<file path="src/rtl/mult_div_unit_if.sv">
// Handshake/result bundle between the CPU control path and the multiply/divide unit.
// The master drives start/op/operands; the unit returns status and the HI/LO registers.
interface mult_div_unit_if #(
    parameter int data_width = 32
);
    logic                  start;
    logic [1:0]            op;
    logic [data_width-1:0] operand_a;
    logic [data_width-1:0] operand_b;
    logic                  busy;
    logic                  done;
    logic                  div_by_zero;
    logic [data_width-1:0] hi;
    logic [data_width-1:0] lo;

    modport master (
        output start, op, operand_a, operand_b,
        input  busy, done, div_by_zero, hi, lo
    );

    modport slave (
        input  start, op, operand_a, operand_b,
        output busy, done, div_by_zero, hi, lo
    );
endinterface

</file>
<file path="src/rtl/mult_div_unit.sv">
// Iterative MULT/MULTU/DIV/DIVU into HI/LO: fixed data_width+1 clocks from accepted start to done.
// No queueing: start is only sampled in IDLE; requests while busy are dropped.
module mult_div_unit #(
    parameter int data_width = 32
) (
    input  logic            clk,
    input  logic            rst,
    mult_div_unit_if.slave  bus
);
    localparam int W     = data_width;
    localparam int cnt_w = $clog2(data_width + 1);

    typedef enum logic [1:0] {IDLE, CALC, FIX} state_t;

    state_t           state;
    logic [cnt_w-1:0] cnt;
    logic [1:0]       op_q;
    logic             sa;
    logic             sb;
    logic             b_zero;
    logic [W-1:0]     b_mag_q;
    // Multiply: {partial product, remaining multiplier}. Divide: low half is dividend/quotient.
    logic [2*W-1:0]   acc;
    logic [W:0]       rem;

    logic             a_neg;
    logic             b_neg;
    logic [W-1:0]     a_mag;
    logic [W-1:0]     b_mag;
    logic [W:0]       mul_sum;
    logic [W:0]       div_shift;
    logic [W:0]       div_diff;
    logic             is_signed;
    logic [2*W-1:0]   prod;
    logic [W-1:0]     quo_fix;
    logic [W-1:0]     rem_fix;

    always_comb begin
        a_neg     = ~bus.op[0] & bus.operand_a[W-1];
        b_neg     = ~bus.op[0] & bus.operand_b[W-1];
        a_mag     = a_neg ? -bus.operand_a : bus.operand_a;
        b_mag     = b_neg ? -bus.operand_b : bus.operand_b;
        mul_sum   = {1'b0, acc[2*W-1:W]} + {1'b0, b_mag_q};
        div_shift = {rem[W-1:0], acc[W-1]};
        div_diff  = div_shift - {1'b0, b_mag_q};
        is_signed = ~op_q[0];
        prod      = (is_signed & (sa ^ sb)) ? -acc : acc;
        quo_fix   = (is_signed & (sa ^ sb)) ? -acc[W-1:0] : acc[W-1:0];
        // Remainder follows the dividend's sign; with b == 0 this also restores the raw dividend.
        rem_fix   = (is_signed & sa) ? -rem[W-1:0] : rem[W-1:0];
    end

    always_ff @(posedge clk or posedge rst) begin
        if (rst) begin
            state           <= IDLE;
            cnt             <= '0;
            op_q            <= '0;
            sa              <= 1'b0;
            sb              <= 1'b0;
            b_zero          <= 1'b0;
            b_mag_q         <= '0;
            acc             <= '0;
            rem             <= '0;
            bus.busy        <= 1'b0;
            bus.done        <= 1'b0;
            bus.div_by_zero <= 1'b0;
            bus.hi          <= '0;
            bus.lo          <= '0;
        end else begin
            bus.done        <= 1'b0;
            bus.div_by_zero <= 1'b0;
            case (state)
                IDLE: begin
                    if (bus.start) begin
                        state    <= CALC;
                        cnt      <= cnt_w'(W);
                        op_q     <= bus.op;
                        sa       <= a_neg;
                        sb       <= b_neg;
                        b_zero   <= (bus.operand_b == '0);
                        b_mag_q  <= b_mag;
                        acc      <= {{W{1'b0}}, a_mag};
                        rem      <= '0;
                        bus.busy <= 1'b1;
                    end
                end
                CALC: begin
                    cnt <= cnt - 1'b1;
                    if (cnt == cnt_w'(1)) begin
                        state <= FIX;
                    end
                    if (!op_q[1]) begin
                        acc <= acc[0] ? {mul_sum, acc[W-1:1]} : {1'b0, acc[2*W-1:1]};
                    end else if (!div_diff[W]) begin
                        rem         <= div_diff;
                        acc[W-1:0]  <= {acc[W-2:0], 1'b1};
                    end else begin
                        rem         <= div_shift;
                        acc[W-1:0]  <= {acc[W-2:0], 1'b0};
                    end
                end
                FIX: begin
                    state    <= IDLE;
                    bus.busy <= 1'b0;
                    bus.done <= 1'b1;
                    if (!op_q[1]) begin
                        bus.hi <= prod[2*W-1:W];
                        bus.lo <= prod[W-1:0];
                    end else begin
                        bus.hi          <= rem_fix;
                        bus.lo          <= b_zero ? '1 : quo_fix;
                        bus.div_by_zero <= b_zero;
                    end
                end
                default: state <= IDLE;
            endcase
        end
    end
endmodule

</file>
<file path="src/flat_wrapper.sv">
// flat-port wrapper written by rule: the top's interface ports become plain ports
module mult_div_unit_flat 
#(
    parameter int data_width = 32
)
  (clk, rst, bus_start, bus_op, bus_operand_a, bus_operand_b, bus_busy, bus_done, bus_div_by_zero, bus_hi, bus_lo);
  mult_div_unit_if #(.data_width(data_width)) bus_i ();
  input  logic clk;
  input  logic rst;
  input wire logic [$bits(bus_i.start)-1:0] bus_start;
  input wire logic [$bits(bus_i.op)-1:0] bus_op;
  input wire logic [$bits(bus_i.operand_a)-1:0] bus_operand_a;
  input wire logic [$bits(bus_i.operand_b)-1:0] bus_operand_b;
  output wire logic [$bits(bus_i.busy)-1:0] bus_busy;
  output wire logic [$bits(bus_i.done)-1:0] bus_done;
  output wire logic [$bits(bus_i.div_by_zero)-1:0] bus_div_by_zero;
  output wire logic [$bits(bus_i.hi)-1:0] bus_hi;
  output wire logic [$bits(bus_i.lo)-1:0] bus_lo;
  assign bus_i.start = bus_start;
  assign bus_i.op = bus_op;
  assign bus_i.operand_a = bus_operand_a;
  assign bus_i.operand_b = bus_operand_b;
  assign bus_busy = bus_i.busy;
  assign bus_done = bus_i.done;
  assign bus_div_by_zero = bus_i.div_by_zero;
  assign bus_hi = bus_i.hi;
  assign bus_lo = bus_i.lo;
  mult_div_unit #(.data_width(data_width)) u_core (.clk(clk), .rst(rst), .bus(bus_i));
endmodule
</file>
<file path="config.mk">
export PLATFORM = sky130hd
export DESIGN_NAME = mult_div_unit_flat
export DESIGN_NICKNAME = d
export VERILOG_FILES = /design/src/rtl/mult_div_unit_if.sv /design/src/rtl/mult_div_unit.sv /design/src/flat_wrapper.sv
export SDC_FILE = /design/constraint.sdc
export NUM_CORES = 1
export LEC_CHECK = 0
export BUFFER_PORTS_ARGS = -buffer_cell sky130_fd_sc_hd__buf_2
export CORE_UTILIZATION = 55
export CTS_CLUSTER_DIAMETER = 30
export DETAILED_ROUTE_END_ITERATION = 10
export GPL_ROUTABILITY_DRIVEN = 0
export PLACE_DENSITY = 0.77
export RECOVER_POWER = 100
export SLEW_MARGIN = 10
export SYNTH_ARGS = -nofsm -noshare
export SYNTH_HDL_FRONTEND = slang
export SYNTH_SLANG_ARGS = --single-unit
export TNS_END_PERCENT = 5
</file>
<file path="constraint.sdc">
create_clock -name clk -period 6.73 [get_ports clk]
set_input_delay 1.0095 -clock clk [delete_from_list [all_inputs] [get_ports clk]]
set_output_delay 1.0095 -clock clk [all_outputs]
set_load 0.01 [all_outputs]
</file>
==> reports/metrics.yaml <==
synth.top_cell.area_share_pct: 33.13
cellPowerDensity_nw_per_um2: 610.1
synthCells: 1910
grt_pass1_vias: 14030
clkSinkCount: 208
hold_class: "flip-flop to flip-flop"
ctsHoldBuffers: 0
final.setup.worst_slack_ns: 1.650
firstDrtPassIters: 6
yosysMostFrequentCell: "nand2_1"
syn-num-nets: 2051
slowest_stage: "clkbuf_1"
synth_area_leaders: "dfrtp_1 (33%), o21ai_0 (7.0%), ha_1 (5.6%)"
crit_buf_inv: 2
violations: "max-capacitance violations, max-slew violations"
initial_core_util_pct: 56.25
coreArea_um2: 27930
rsz0062_at_grt: "no"
layout_worst_path_cycle_share_pct: 75.49
root_buffer: "clkbuf_16"
antenna_found_initial: 1
status: "finished, violations left"
skew_ns: 0.04794
wire_per_inst_um: 19.75
timing.fmax_ghz: 0.1968
clk_pin_slew_ns: 0.05
antenna_left: 0
die_x_um: 171.0
grt_max_degree: 82
cap_violations: 10
cp_cell_sequence: "inv_1 > ha_1 > fa_1 > nand2b_1 > a21o_1 > a21o_1 > o211ai_1 > o211ai_1 > a21oi_1 > nand3b_1 > clkbuf_1 > nor2_1 > a221o_1"
place_ws_ns: 2.758
fp-row-count: 61
yosys_warnings: 0
fin_area_um2: 18250
dieArea_um2: 29250
syn_avg_cell_area_um2: 8.226
clkLatencyLatePin_ns: 0.59
synth_top_cell_by_area: "dfrtp_1"
io_pins: 136
area_delta_synth_final_pct: 16.16
worst_slew_pin_slew_ns: 3.659
crit_fanout: 30
ys_seq_elements: 208
slowest_delay_ns: 1.48
ir_drop_v: 0.0003654
overflow: 0
synth-async-reset-ratio_pct: 100.0
leakage_uw: 0.007900
grt_first_pass_wirelength_um: 75650
worstSetupEndpoint: "u_core.rem[14]"
crit_required_ns: 7.18
wl_um: 47900
synth_ff_type: "dfrtp_1"
yosysSeqAreaShare_pct: 33.13
max-slew-margin-rel_pct: -145.3
post_cts_buffers: 0
cp-end-kind: "flip-flop"
min_period_ns: 5.080
cp.depth: 13
setup_violations: 0
numCtsBuffers: 52
place_area_um2: 16590
synthTopCellsByCount: "nand2_1 (221), o21ai_0 (220), dfrtp_1 (208)"
crit_family: "buffers and inverters"
start_kind: "flip-flop"
drive_gt1_share_pct: 9.091
startpoint: "u_core.acc[31]"
reg2reg_to: "u_core.rem[14]"
rrSetupSlack_ns: 1.65
r2r_start: "u_core.acc[31]"
htree_levels: 2
synth_edf_count: 0
vias: 15320
final-max-slew-violation-count: 563
arrival_ns: 5.53
hold_violations: 0
yosysUniqueCellTypes: 75
fillers: 2389
avgViaCountPerCell: 6.315
setup-tns-final_ns: 0
cts_tree: "done"
drc: 0
drtIter0Drc: 1488
portBuffers: 135
critical_path_class: "flip-flop to flip-flop"
die_h_um: 171.0
syn_area_um2: 15710
cts_resized: 0
cts.path.max_buffers: 3
final_net_count: 2145
track_usage_pct: 33.08
reg2reg_depth: 13
dpl.hpwl_um: 34470
[tightest hold or removal path: cells and delay by family, from the launching register on]
family / cells / cell delay [ns]
flip-flops: 1 / 0.33
AO/OA/AOI/OAI: 1 / 0.06
AND/OR/NAND/NOR: 1 / 0.04
[registers in the layout, indices dropped and copies added (netlist names)]
name	cells
u_core.bus.busy	1
u_core.bus.done	1
u_core.acc	64
u_core.cnt	6
u_core.bus.div_by_zero	1
u_core.bus.hi	32
u_core.rem	32
u_core.sb	1
u_core.b_zero	1
u_core.state	2
u_core.sa	1
u_core.b_mag_q	32
u_core.bus.lo	32
u_core.op_q	2
[report_power, final]
part / internal [µW] / switching, µW / leakage, µW
logic: 2390 / 3440 / 0.00436
clock network: 1730 / 851 / 0.000880
registers: 1810 / 916 / 0.00266
[metrics by stage]
stage / hold slack, ns / std cells / util [%] / total power [µW]
detailed placement: 0.4638 / 2328 / 59.40 / 8407
global route: 0.4974 / 2425 / 65.34 / 11880
floorplan: 0.4469 / 1910 / - / 6819
CTS: 0.4746 / 2424 / 66.00 / 11060
global placement: 0.4557 / 2328 / 59.40 / 8215
finish: 0.4736 / 2425 / 65.34 / 11140
[layout by cell type (no fill, tap or decap), drive strengths merged, types with 36 or more instances in the layout]
cell type	count
dfrtp	208
inv	66
xnor2	90
buf	70
o211ai	37
nor2	134
a21oi	144
ha	70
a21o	36
o21ai	224
mux2i	77
xor2	90
clkbuf	142
nand2	221
[routing by layer]
metal | routed length (µm) | track usage [%] | vias up
met3 | 4861 | 6.685 | 122
met4 | 1492 | 11.02 | 0
met1 | 21080 | 48.29 | 7301
li1 | - | - | 7136
met5 | 0 | 0 | -
met2 | 20470 | 48.50 | 756
[area by class of cell]
type	instances	area, µm²	area share [%]
sequential	208	5209	28.54
tap	378	473.0	2.591
timing repair buffer	152	675.6	3.702
multi-input combinational	1530	9822	53.81
inverter	60	226.5	1.241
antenna	1	2.502	0.01371
clock inverter	36	451.7	2.475
clock buffer	60	1391	7.623
[worst min-delay path by stage]
stage	from	to	slack, ns	cells past startpoint
after floorplan	u_core.cnt[4]	u_core.cnt[4]	0.45	1
after global placement	u_core.bus.hi[10]	u_core.bus.hi[10]	0.46	2
after detailed placement	u_core.bus.hi[20]	u_core.bus.hi[20]	0.46	1
after CTS	u_core.bus.hi[20]	u_core.bus.hi[20]	0.47	1
after global routing	u_core.cnt[4]	u_core.cnt[4]	0.50	1
final	u_core.bus.hi[13]	u_core.bus.hi[13]	0.47	2
[cells by family after synthesis]
group	count (synthesis)	share of synthesized area, %
AO/OA/AOI/OAI	617	24.23
XOR/XNOR	180	10.03
adder cells (fa/ha/maj)	72	5.829
buffers and inverters	172	4.173
flip-flops	208	33.13
multiplexers	77	4.905
AND/OR/NAND/NOR	584	17.70
No activity file was read; power rests on OpenSTA's default activity.
